===== src/rtl/ped_pkg.sv =====
`default_nettype none
// ----------------------------------------------------------------------------
// ped_pkg : light codes shared with the upstream light FSM, and the
//           pedestrian controller state encoding.
// Rev 1.0
// ----------------------------------------------------------------------------
package ped_pkg;

  localparam logic [2:0] LIGHT_RED    = 3'b001;
  localparam logic [2:0] LIGHT_YELLOW = 3'b010;
  localparam logic [2:0] LIGHT_GREEN  = 3'b100;

  typedef enum logic [2:0] {
    S_IDLE  = 3'd0,
    S_WAIT  = 3'd1,
    S_WALK  = 3'd2,
    S_FLASH = 3'd3,
    S_DONE  = 3'd4
  } ped_state_e;

  // Only the exact red code counts; non-one-hot codes are treated as not red.
  function automatic logic is_red(input logic [2:0] light);
    return light == LIGHT_RED;
  endfunction

endpackage
`default_nettype wire


===== src/rtl/ped_down_counter.sv =====
`default_nettype none
// ----------------------------------------------------------------------------
// ped_down_counter : 4-bit loadable down counter, decrements on enable,
//                    saturates at zero.
// Rev 1.0
// ----------------------------------------------------------------------------
module ped_down_counter (
  input  logic       clk,
  input  logic       rst_n,
  input  logic       load,
  input  logic [3:0] load_val,
  input  logic       dec,
  output logic [3:0] count,
  output logic       zero
);

  logic [3:0] r_count;

  // Load wins over decrement so an entry-cycle tick is not charged.
  always_ff @(posedge clk or negedge rst_n) begin
    if (!rst_n) begin
      r_count <= 4'd0;
    end else if (load) begin
      r_count <= load_val;
    end else if (dec && (r_count != 4'd0)) begin
      r_count <= r_count - 4'd1;
    end
  end

  assign count = r_count;
  assign zero  = (r_count == 4'd0);

endmodule
`default_nettype wire


===== src/rtl/ped_walk_ctrl.sv =====
`default_nettype none
// ----------------------------------------------------------------------------
// ped_walk_ctrl : pedestrian walk/don't-walk controller slaved to the traffic
//                 light. Define PED_FLASH_EN to enable the flashing phase.
// Rev 1.0
// ----------------------------------------------------------------------------
module ped_walk_ctrl #(
  parameter int WALK_TICKS  = 8,
  parameter int FLASH_TICKS = 6
) (
  input  logic       clk,
  input  logic       rst_n,
  input  logic [2:0] light,
  input  logic       ped_req,
  input  logic       tick,
  output logic       walk,
  output logic       dont_walk,
  output logic       req_pending,
  output logic [3:0] countdown
);

  import ped_pkg::*;

`ifdef PED_FLASH_EN
  localparam ped_state_e c_walk_end = S_FLASH;
`else
  localparam ped_state_e c_walk_end = S_DONE;
`endif

  ped_state_e r_state;
  ped_state_e w_next;
  logic       w_red;
  logic       w_tick_live;
  logic       w_last;
  logic       w_load;
  logic [3:0] w_load_val;
  logic [3:0] w_cnt;
  logic       w_cnt_zero;
  logic       r_walk, r_dont_walk, r_pend;
  logic       w_walk_nxt, w_dont_walk_nxt, w_pend_nxt;
`ifdef PED_FLASH_EN
  logic       r_flash;
  logic       w_flash_nxt;
`endif

  assign w_red       = is_red(light);
  assign w_tick_live = tick && !w_cnt_zero;
  assign w_last      = w_tick_live && (w_cnt == 4'd1);

  // Any state change reloads the counter; idle-type states load zero.
  assign w_load = (w_next != r_state);
  always_comb begin
    w_load_val = 4'd0;
    case (w_next)
      S_WALK:  w_load_val = 4'(WALK_TICKS);
      S_FLASH: w_load_val = 4'(FLASH_TICKS);
      default: w_load_val = 4'd0;
    endcase
  end

  ped_down_counter u_cnt (
    .clk      (clk),
    .rst_n    (rst_n),
    .load     (w_load),
    .load_val (w_load_val),
    .dec      (tick),
    .count    (w_cnt),
    .zero     (w_cnt_zero)
  );

  always_ff @(posedge clk or negedge rst_n) begin
    if (!rst_n) begin
      r_state     <= S_IDLE;
      r_walk      <= 1'b0;
      r_dont_walk <= 1'b1;
      r_pend      <= 1'b0;
`ifdef PED_FLASH_EN
      r_flash     <= 1'b1;
`endif
    end else begin
      r_state     <= w_next;
      r_walk      <= w_walk_nxt;
      r_dont_walk <= w_dont_walk_nxt;
      r_pend      <= w_pend_nxt;
`ifdef PED_FLASH_EN
      r_flash     <= w_flash_nxt;
`endif
    end
  end

  always_comb begin
    w_next = r_state;
    case (r_state)
      S_IDLE:  if (ped_req) w_next = S_WAIT;
      S_WAIT:  if (w_red) w_next = S_WALK;
      S_WALK:  begin
        if (!w_red)      w_next = S_WAIT;
        else if (w_last) w_next = c_walk_end;
      end
      S_FLASH: begin
        if (!w_red)      w_next = S_WAIT;
        else if (w_last) w_next = S_DONE;
      end
      S_DONE:  if (!w_red) w_next = (r_pend || ped_req) ? S_WAIT : S_IDLE;
      default: w_next = S_IDLE;
    endcase
  end

  always_comb begin
    w_walk_nxt = (w_next == S_WALK);
    case (w_next)
      S_WAIT:  w_pend_nxt = 1'b1;
      S_DONE:  w_pend_nxt = (r_state == S_DONE) && (r_pend || ped_req);
      default: w_pend_nxt = 1'b0;
    endcase
`ifdef PED_FLASH_EN
    // Flash phase starts lit on entry and toggles on each counted tick.
    if (w_next != S_FLASH)       w_flash_nxt = 1'b1;
    else if (r_state != S_FLASH) w_flash_nxt = 1'b1;
    else if (w_tick_live)        w_flash_nxt = ~r_flash;
    else                         w_flash_nxt = r_flash;
    w_dont_walk_nxt = (w_next == S_FLASH) ? w_flash_nxt : (w_next != S_WALK);
`else
    w_dont_walk_nxt = (w_next != S_WALK);
`endif
  end

  assign walk        = r_walk;
  assign dont_walk   = r_dont_walk;
  assign req_pending = r_pend;
  assign countdown   = w_cnt;

endmodule
`default_nettype wire

===== config.mk =====
export PLATFORM = sky130hd
export DESIGN_NAME = ped_walk_ctrl
export DESIGN_NICKNAME = d
export VERILOG_FILES = /design/src/rtl/ped_pkg.sv /design/src/rtl/ped_down_counter.sv /design/src/rtl/ped_walk_ctrl.sv
export SDC_FILE = /design/constraint.sdc
export NUM_CORES = 1
export LEC_CHECK = 0
export ABC_CLOCK_PERIOD_IN_PS = 3800
export BUFFER_PORTS_ARGS = -buffer_cell sky130_fd_sc_hd__buf_2
export CAP_MARGIN = 20
export CORE_AREA = 5 5 42 44
export CTS_CLUSTER_DIAMETER = 40
export DETAILED_ROUTE_END_ITERATION = 7
export DIE_AREA = 0 0 47 49
export HOLD_SLACK_MARGIN = 0.08
export PLACE_DENSITY = 0.7
export SLEW_MARGIN = 20
export SYNTH_ARGS = -nofsm -noshare
export SYNTH_HDL_FRONTEND = slang
export SYNTH_SLANG_ARGS = --single-unit

===== constraint.sdc =====
create_clock -name clk -period 3.8 [get_ports clk]
set_clock_uncertainty 0.2 [all_clocks]
set_input_delay 0.57 -clock clk [delete_from_list [all_inputs] [get_ports clk]]
set_output_delay 0.57 -clock clk [all_outputs]
set_load 0.1 [all_outputs]

==> metrics.txt, run 1 <==
post-CTS sizing=0; remaining antenna violation count=0; clock sinks=10; CTS tree=yes; Worst Hold Launch=r_state[0]$_DFF_PN0_; Setup Buffers After CTS=0; sequential share of power=0.273; dpl cell area=692 sq um; final worst path period share=0.581; crit path DAT=2.21 ns; Via density=5.67; pins over their slew limit=0; final setup slack of the worst path=1.59 ns; Worst Setup End Kind=flip-flop; clock share of power=0.160; syn_nets=67; critical path launch point=u_cnt.count[0]$_DFFE_PN0P_; Synth warnings=0; Die ar.=2300 sq um; Port Buf Inserts=13; peak supply drop=around 360 uV; TritonCTS buffer count=3; n_diodes=0; CORE AREA=between 1000 and 1500 sq um; DRT iter0 DRCs=10; Seq/Total Area, Yosys=0.406; Final GP Congestion=0.784; proportion of layout cells with a drive suffix above 1=0.342; DIE WIDTH=around 47 um; HPWL Detailed=about 950 um; RSZ-0062 raised after global routing=no; Async S/R FF share, synth=1.00; I/O pin total=14; Req. time, crit path=3.80 ns; gr ovfl total=0; setup TNS=0 ns; antenna violations before repair=0; syn avg cell area=10.7 sq um; DRC viols=0; Avg WL per Cell=13.9 um; logic gate share of total power=0.567; clock latency on the worst-skew pair=between 0.2 and 0.3 ns; Hold Vio Cnt, Final=0; min-delay worst type=reg2reg; Final Total Pwr=612 uW; CTS clk-pin slew, worst paths=0.08 ns; CTS root buf=clkbuf_4; Design Area, Final=roughly 740 sq um; Yosys reg bits=10; final WL=1240 um; Final #Nets=83; Worst Path Max Fanout=4; Site Rows=14; Mapped Area=just over 600 sq um; post-synthesis instance total=58; final-report setup violation count=0; R2R Setup Slk=1.59 ns; Vias=roughly 510; initial cell density of the core=0.442; Period minus WS final=2.21 ns; clk buf depth=2; Reg area=~250 sq um; maxcap violations=0; Leak=about 0.00032 uW; Reg2Reg Launch Point=u_cnt.count[0]$_DFFE_PN0P_; Worst Tran Pin Value=~0.47 ns; NetSw=332 uW; PD cells=829 nW/um^2; total track usage=0.131; CP Class=reg2reg; slew margin rel.=0.687; vias in the first global route=524; Die Span Y=49 um; Netlist cell types=30; Startpoint Class=flip-flop; Post-synth EDFFs=0; worst slack, placed=1.57 ns; largest net degree at the start of global routing=11; area delta synth->final=19.2%; global-route wire length before repair=2210 um; drt pass-1 iters=4; status=completed; area of the multi-input gates=333 sq um; H-tree depth=1; Fillers=137; Max Clk Rate=453 MHz; P_int=between 200 and 300 uW; Sw Share=0.543; Synth Flop Type=dfrtp_1
## state kept, by name, summed over array words and instances, names as in the netlist
name / flops
u_cnt.count: 4
dont_walk: 1
req_pending: 1
walk: 1
r_state: 3
## worst paths after layout
path / endpoint / cells after the start
min reg2reg: req_pending$_DFF_PN0_ / 2
max: walk$_DFF_PN0_ / 6
max in group asynchronous: dont_walk$_DFF_PN1_ / 2
min: req_pending$_DFF_PN0_ / 2
min in group asynchronous: req_pending$_DFF_PN0_ / 2
max reg2reg: walk$_DFF_PN0_ / 6
## power by group through the flow
stage	Clock [uW]	Combinational (uW)	Sequential, uW
floorplan	0	138	316
global placement	0	342	168
detailed placement	0	347	169
CTS	101	350	167
global route	107	372	173
finish	97.9	347	167
## stage by stage
step,hold slack [ns],cells,utilization
floorplan,0.0744,58,-
global placement,0.231,84,0.494
detailed placement,0.239,84,0.494
CTS,0.475,89,0.527
global route,0.510,89,0.527
finish,0.459,89,0.527
## synth_stat cells (all sizes together) (2+ instances only)
library cell	number	area (sq um)
nor4b	3	41.3
nand2	2	7.51
inv	6	22.5
clkbuf	2	7.51
ha	2	25.0
dfrtp	9	225
a2111oi	2	42.5
mux2	2	26.3
o31ai	3	22.5
nor2	4	15.0
nor3	5	25.0
a21oi	3	15.0
## layout make-up
type,instances,area share
multi-input combinational,39,0.451
sequential,10,0.341
timing repair buffer,14,0.102
clock buffer,4,0.0492
inverter,6,0.0305
tap,16,0.0271
## cell families (layout without fill, tap and decap cells)
| logic type | Yosys count | count (layout) | share of synthesized area |
|---|---|---|---|
| AND/OR/NAND/NOR | 18 | 18 | 0.194 |
| buffers and inverters | 9 | 24 | 0.0566 |
| XOR/XNOR | 2 | 2 | 0.0283 |
| multiplexers | 3 | 3 | 0.0586 |
| adder cells (fa/ha/maj) | 2 | 2 | 0.0404 |
| flip-flops | 10 | 10 | 0.406 |
| AO/OA/AOI/OAI | 14 | 14 | 0.216 |
## worst max-delay path, cell delays in order (launching register included)
cell and delay, ns:
dfrtp_1 0.39, inv_1 0.08, ha_1 0.27, nor4b_4 0.43, a2111oi_2 0.15, o31ai_1 0.43
and2_1 0.19
## cells in the final DEF (no fill, tap or decap)
cell / n
a2111oi_2: 1
xnor2_1: 1
o211ai_1: 1
o311a_2: 1
dlygate4sd3_1: 1
mux2_4: 1
nor3_1: 5
dfstp_2: 1
dfrtp_1: 9
and2_1: 1
mux2_2: 1
a21oi_1: 3
o21bai_1: 1
nor4b_1: 2
o31ai_1: 3
or4_1: 1
clkbuf_8: 1
inv_1: 6
mux2i_1: 1
a2111oi_4: 1
o21ai_0: 1
nor4b_4: 1
or3b_1: 1
nand4b_1: 1
nor2_1: 4
xor2_1: 1
o21a_1: 1
a311oi_2: 1
buf_2: 13
clkbuf_4: 3
nand2_1: 2
ha_1: 2
## routing by layer
metal / routed length [um] / vias to the layer above / track usage / share of wire
li1: - / 241 / - / -
met5: 0 / - / 0 / 0
met3: 86 / 2 / 0.0443 / 0.069
met2: 626 / 18 / 0.213 / 0.51
met4: 17 / 0 / 0.0415 / 0.014
met1: 508 / 244 / 0.156 / 0.41
## repair_timing
| action | 4_1_cts | 5_1_grt |
|---|---|---|
| setup endpoints to repair | 0 | 0 |
| hold buffers | 1 | 0 |
| hold endpoints to repair | 9 | 0 |
No activity file was read; power rests on OpenSTA's default activity.
==> inputs of run 2 (changes only) <==
ABC_CLOCK_PERIOD_IN_PS = 2200   (was 3800)
clock period = 2.2 ns   (was 3.8 ns; I/O delays follow)
==> run 2 against run 1 <==
Compared with the run above: final area is 4.4% higher; die area stayed put; total power is 76% higher; critical endpoint is now u_cnt.count[0]$_DFFE_PN0P_.
==> metrics.txt, run 2 (synthesis gave the netlist of run 1 again) <==
status=completed; H-tree depth=1 (unchanged); largest net degree at the start of global routing=11 (unchanged); most frequent cells in the layout=buf_2, nor3_1, dfrtp_1, nor2_1, inv_1; Startpoint Class=flip-flop; Port Buf Inserts=13 (unchanged); Design Area, Final=771 sq um (+4.4%); Final Total Pwr=1080 uW (+76%); Setup Buffers After CTS=0 (unchanged); PD cells=1400 nW/um^2 (+69%); Final GP Congestion=0.736 (-6.2%); drt pass-1 iters=4 (unchanged); area delta synth->final=24.4%; Max Clk Rate=506 MHz (+12%); I/O pin total=14 (unchanged); initial cell density of the core=0.442 (unchanged); Largest register FFs=4 (unchanged); slew margin rel.=0.678 (-0.00885); HPWL Detailed=978 um (+2.8%); CP Class=reg2reg; antenna violations before repair=0 (unchanged); final worst path period share=0.899 (+0.317); CTS root buf=clkbuf_4; remaining antenna violation count=0 (unchanged); vias in the first global route=519 (-0.95%); setup TNS=0 ns (unchanged); crit path DAT=1.95 ns (-0.26 ns); RSZ-0062 raised after global routing=no; global-route wire length before repair=2230 um (+0.91%); DRC viols=0 (unchanged); final WL=1220 um (-1.9%); pins over their slew limit=0 (unchanged); clock sinks=10 (unchanged); Worst Path Max Fanout=4 (unchanged); Vias=508 (+0.59%); gr ovfl total=0 (unchanged); min-delay worst type=in2async; total track usage=0.135 (+0.00418); dpl cell area=734 sq um (+6.1%); commonest non-fill, non-tap cell in the layout=buf_2; final-report setup violation count=0 (unchanged); Hold Buf Count CTS=1 (unchanged); CORE AREA=1400 sq um (unchanged); maxcap violations=0 (unchanged); Worst Setup End Kind=flip-flop; Period minus WS final=1.98 ns (-0.232 ns); post-CTS sizing=0 (unchanged); Avg WL per Cell=13.4 um (-4.0%); Site Rows=14 (unchanged); n_diodes=0 (unchanged); TritonCTS buffer count=3 (unchanged); Worst Tran Pin Value=0.487 ns (+0.0206 ns); peak supply drop=747 uV (+110%); CTS tree=yes; Hold Vio Cnt, Final=0 (unchanged); clk buf depth=2 (unchanged); Die Span Y=49 um (unchanged); Via density=5.58 (-1.6%); Req. time, crit path=2.17 ns (-1.63 ns); clock latency on the worst-skew pair=0.26 ns (about the same); DRT iter0 DRCs=6 (-4); Leak=0.000322 uW (-0.74%); proportion of layout cells with a drive suffix above 1=0.440 (+0.0975); DIE WIDTH=47 um (unchanged); Final #Nets=85 (+2.4%); Fillers=135 (-1.5%); Die ar.=2300 sq um (unchanged); CTS clk-pin slew, worst paths=0.06 ns (-0.02 ns)
run 2: cell count changes in the layout (fill, tap and decap cells not counted):
cell	delta
inv_1	-2
dfrtp_1	-4
inv_4	+2
ha_4	+1
clkbuf_8	-1
ha_1	-1
dfrtp_4	+2
dfrtp_2	+2
clkbuf_1	+1
buf_4	+2
run 2: path summary, 6_finish.rpt:
check | start | endpoint | slack (ns) | depth (start not counted)
worst min-delay path | rst_n | walk$_DFF_PN0_ | 0.25 | 2
worst max register to register | u_cnt.count[0]$_DFFE_PN0P_ | u_cnt.count[0]$_DFFE_PN0P_ | 0.22 | 6
min in group clk | tick | u_cnt.count[0]$_DFFE_PN0P_ | 0.32 | 4
worst min register to register | u_cnt.count[2]$_DFFE_PN0P_ | u_cnt.count[2]$_DFFE_PN0P_ | 0.50 | 2
max in group asynchronous | rst_n | dont_walk$_DFF_PN1_ | 1.30 | 2
worst max-delay path | u_cnt.count[0]$_DFFE_PN0P_ | u_cnt.count[0]$_DFFE_PN0P_ | 0.22 | 6
run 2: layer usage:
layer,vias to the layer above,track usage,part of all wire
met3,0,0.0554,0.073
li1,247,-,-
met4,0,0.0276,0
met5,-,0,0
met1,247,0.151,0.40
met2,14,0.231,0.53
run 2: critical path, cell delays in order, from the launching register on:
cell and delay (ns):
dfrtp_4 0.45, inv_4 0.05, ha_4 0.17, nor4b_4 0.30, a2111oi_2 0.12, o311a_2 0.45, nor3_1 0.16
run 2: power breakdown:
group | total [uW] | internal [uW] | switching [uW]
Combinational | 641 | 189 | 452
Sequential | 312 | 243 | 68.1
Clock | 126 | 69.7 | 55.9
run 2: cell type report:
cell class,instances,area (sq um),share of cell area
Inverter,6,27.5,0.0357
Sequential cell,10,262,0.339
Clock buffer,4,26.3,0.0341
Tap cell,16,20.0,0.0260
Multi-Input combinational cell,39,345,0.448
Timing Repair Buffer,16,90.1,0.117
run 2: through the flow:
| stage | hold WS (ns) | worst slack, ns | cells | util |
|---|---|---|---|---|
| 2_1_floorplan | -0.166 | -0.0336 | 58 | - |
| 3_3_place_gp | -0.0102 | 0.217 | 86 | 0.524 |
| 3_5_place_dp | -0.00946 | 0.185 | 86 | 0.524 |
| 4_1_cts | 0.255 | 0.183 | 91 | 0.550 |
| 5_1_grt | 0.241 | 0.0617 | 91 | 0.550 |
| 6_report | 0.249 | 0.223 | 91 | 0.550 |
==> inputs of run 3 (changes only) <==
ABC_AREA = 1   (was default)
PLACE_DENSITY = 0.73   (was 0.7)
==> run 3 against run 2 <==
Compared with the run above: sequential share of layout area down 1.8 points; worst hold slack worse by 0.0022 ns; first-iteration DRC count increased by 83%; global-route usage fell by 1.0 points; maximum frequency rose by 11%; flip-flop and latch count unchanged; clock-buffer cell count is the same; core utilization up 1.4 points; final area is 2.6% higher; non-clock buffer count is 2 lower; critical path depth is 6 higher.
==> metrics.txt, run 3 <==
status=completed; antenna violations before repair=0 (unchanged); Final Total Pwr=1000 uW (-7.0%); Async S/R FF share, synth=1.00 (unchanged); Largest register FFs=4 (unchanged); logic gate share of total power=0.563 (-0.032); min-delay worst type=in2async; Leak=0.000429 uW (+33%); post-synth top area share=0.343 (-0.0208); DRC viols=0 (unchanged); HPWL Detailed=985 um (+0.76%); clk buf depth=2 (unchanged); Port Buf Inserts=13 (unchanged); drt pass-1 iters=4 (unchanged); largest net degree at the start of global routing=11 (unchanged); worst slack, placed=0.426 ns (+0.241 ns); Compound-Gate Fraction of Synth Area=0.0590 (-0.157); DRT iter0 DRCs=11 (+5); Seq/Total Area, Yosys=0.383 (-0.0232); leading area contributor after synthesis=dfrtp_1; Period minus WS final=1.79 ns (-0.190 ns); Sw Share=0.542 (+0.00770); maxcap violations=0 (unchanged); area delta synth->final=20.4%; largest family of logic cells by synthesized area=simple AND/OR/NAND/NOR gates; most common cell in the synthesized netlist=nand2_1; H-tree depth=1 (unchanged); vias in the first global route=502 (-3.3%); CP Class=reg2reg; final-report setup violation count=0 (unchanged); peak supply drop=795 uV (+6.4%); Netlist cell types=21 (-30%); Synth Flop Type=dfrtp_1; Setup Buffers After CTS=0 (unchanged); Final GP Congestion=0.798 (+8.5%); post-synthesis instance total=83 (+43%); Mapped Area=657 sq um (+6.1%); clock share of power=0.166 (+0.050); Synth top cells by count=nand2_1, dfrtp_1, inv_2, inv_1, nor2_1; global-route wire length before repair=2100 um (-5.6%); commonest non-fill, non-tap cell in the layout=nand2_1; PD cells=1270 nW/um^2 (-9.3%); syn_nets=92 (+37%); remaining antenna violation count=0 (unchanged); Max Clk Rate=559 MHz (+11%); Via density=4.90 (-12%); final WL=1280 um (+5.1%); post-synthesis adder-cell area fraction=0.0381 (-0.00231); CTS tree=yes; clock latency on the worst-skew pair=0.27 ns (about the same); total track usage=0.125 (-0.0102); most frequent cells in the layout=nand2_1, buf_2, inv_2; P_int=460 uW (-8.5%); Vias=573 (+13%); gr ovfl total=0 (unchanged); Post-synth EDFFs=0 (unchanged); crit path DAT=1.75 ns (-0.20 ns); TritonCTS buffer count=3 (unchanged); Synth warnings=0 (unchanged); n_diodes=0 (unchanged); Reg2Reg Depth=12 (+6); proportion of layout cells with a drive suffix above 1=0.426 (-0.0143); clock sinks=10 (unchanged); setup TNS=0 ns (unchanged); Site Rows=14 (unchanged); Synth Area in Simple Gates=0.408 (+0.214); Final #Nets=111 (+31%); largest cells by area after synthesis=dfrtp_1, nand2_1, nand2_4, nand4_1, inv_2; Worst Path Max Fanout=6 (+2); DIE WIDTH=47 um (unchanged); Die ar.=2300 sq um (unchanged); initial cell density of the core=0.469 (+0.0268); post-synthesis xor/xnor area fraction=0.0267 (-0.00162); Hold Vio Cnt, Final=0 (unchanged); CORE AREA=1400 sq um (unchanged); Yosys reg bits=10 (unchanged); Worst Setup End Kind=flip-flop; Startpoint Class=flip-flop; pins over their slew limit=0 (unchanged); Req. time, crit path=2.16 ns (about the same); Die Span Y=49 um (unchanged); RSZ-0062 raised after global routing=no; mux cell area share after synthesis=0 (-0.0586); final worst path period share=0.812 (-0.0862); NetSw=544 uW (-5.6%); CTS root buf=clkbuf_4; WHS=0.247 ns (-0.00217 ns); I/O pin total=14 (unchanged); syn avg cell area=7.91 sq um (-26%); Worst Tran Pin Value=0.485 ns (-0.00151 ns); CTS clk-pin slew, worst paths=0.07 ns (about the same); sequential share of power=0.271 (-0.018); final setup slack of the worst path=0.413 ns (+0.190 ns); Avg WL per Cell=10.9 um (-18%); slew margin rel.=0.679 (+0.000998)
run 3: critical path, cell delays in order, from the launching register on:
cell and delay, ns:
dfrtp_2 0.39, inv_1 0.07, ha_1 0.24, inv_1 0.07, nand4_2 0.10, inv_2 0.09, nand2_1 0.09, nand2_4 0.09
nand2_4 0.06, nand2_4 0.10, nand3_1 0.08, nand2_1 0.07, inv_1 0.03
run 3: cell families after synthesis:
| kind of cell | Yosys count |
|---|---|
| AND/OR/NAND/NOR | 49 |
| flip-flops | 10 |
| buffers and inverters | 15 |
| XOR/XNOR | 2 |
| adder cells (fa/ha/maj) | 2 |
| AO/OA/AOI/OAI | 5 |
run 3: layout make-up:
class	instances	area, sq um
Clock buffer	4	36.3
Fill cell	136	611
Inverter	15	56.3
Multi-Input combinational cell	58	349
Sequential cell	10	254
Tap cell	16	20.0
Timing Repair Buffer	14	75.1
run 3: path summary, 6_finish.rpt:
| check | from | slack [ns] | endpoint |
|---|---|---|---|
| min in group clk | light[2] | 0.27 | r_state[2]$_DFF_PN0_ |
| setup / recovery | u_cnt.count[0]$_DFFE_PN0P_ | 0.41 | u_cnt.count[3]$_DFFE_PN0P_ |
| max in group asynchronous | rst_n | 1.29 | dont_walk$_DFF_PN1_ |
| setup reg to reg | u_cnt.count[0]$_DFFE_PN0P_ | 0.41 | u_cnt.count[3]$_DFFE_PN0P_ |
| hold reg to reg | u_cnt.count[1]$_DFFE_PN0P_ | 0.37 | u_cnt.count[1]$_DFFE_PN0P_ |
| hold / removal | rst_n | 0.25 | u_cnt.count[0]$_DFFE_PN0P_ |
run 3: what timing repair did:
action / CTS / global route
hold buffers: 1 / 0
endpoints found under the hold margin: 10 / 0
gates resized for setup: 0 / 0
run 3: metrics by stage:
stage                     instance area, sq um  std cells   util
after floorplan                            659         83      -
after global placement                     744        112  0.531
after detailed placement                   744        112  0.531
after CTS                                  791        117  0.564
after global routing                       791        117  0.564
final                                      791        117  0.564
run 3: power by group through the flow:
| stage | logic [uW] | registers, uW | clock network (uW) |
|---|---|---|---|
| floorplan | 221 | 527 | 0 |
| global placement | 558 | 271 | 0 |
| detailed placement | 565 | 274 | 0 |
| CTS | 568 | 271 | 170 |
| global route | 604 | 279 | 178 |
| finish | 565 | 271 | 167 |
run 3: layer usage:
metal,part of all wire,global-route usage
met4,0.027,0.0691
met3,0.034,0.0221
met2,0.47,0.190
met1,0.47,0.159
met5,0,0
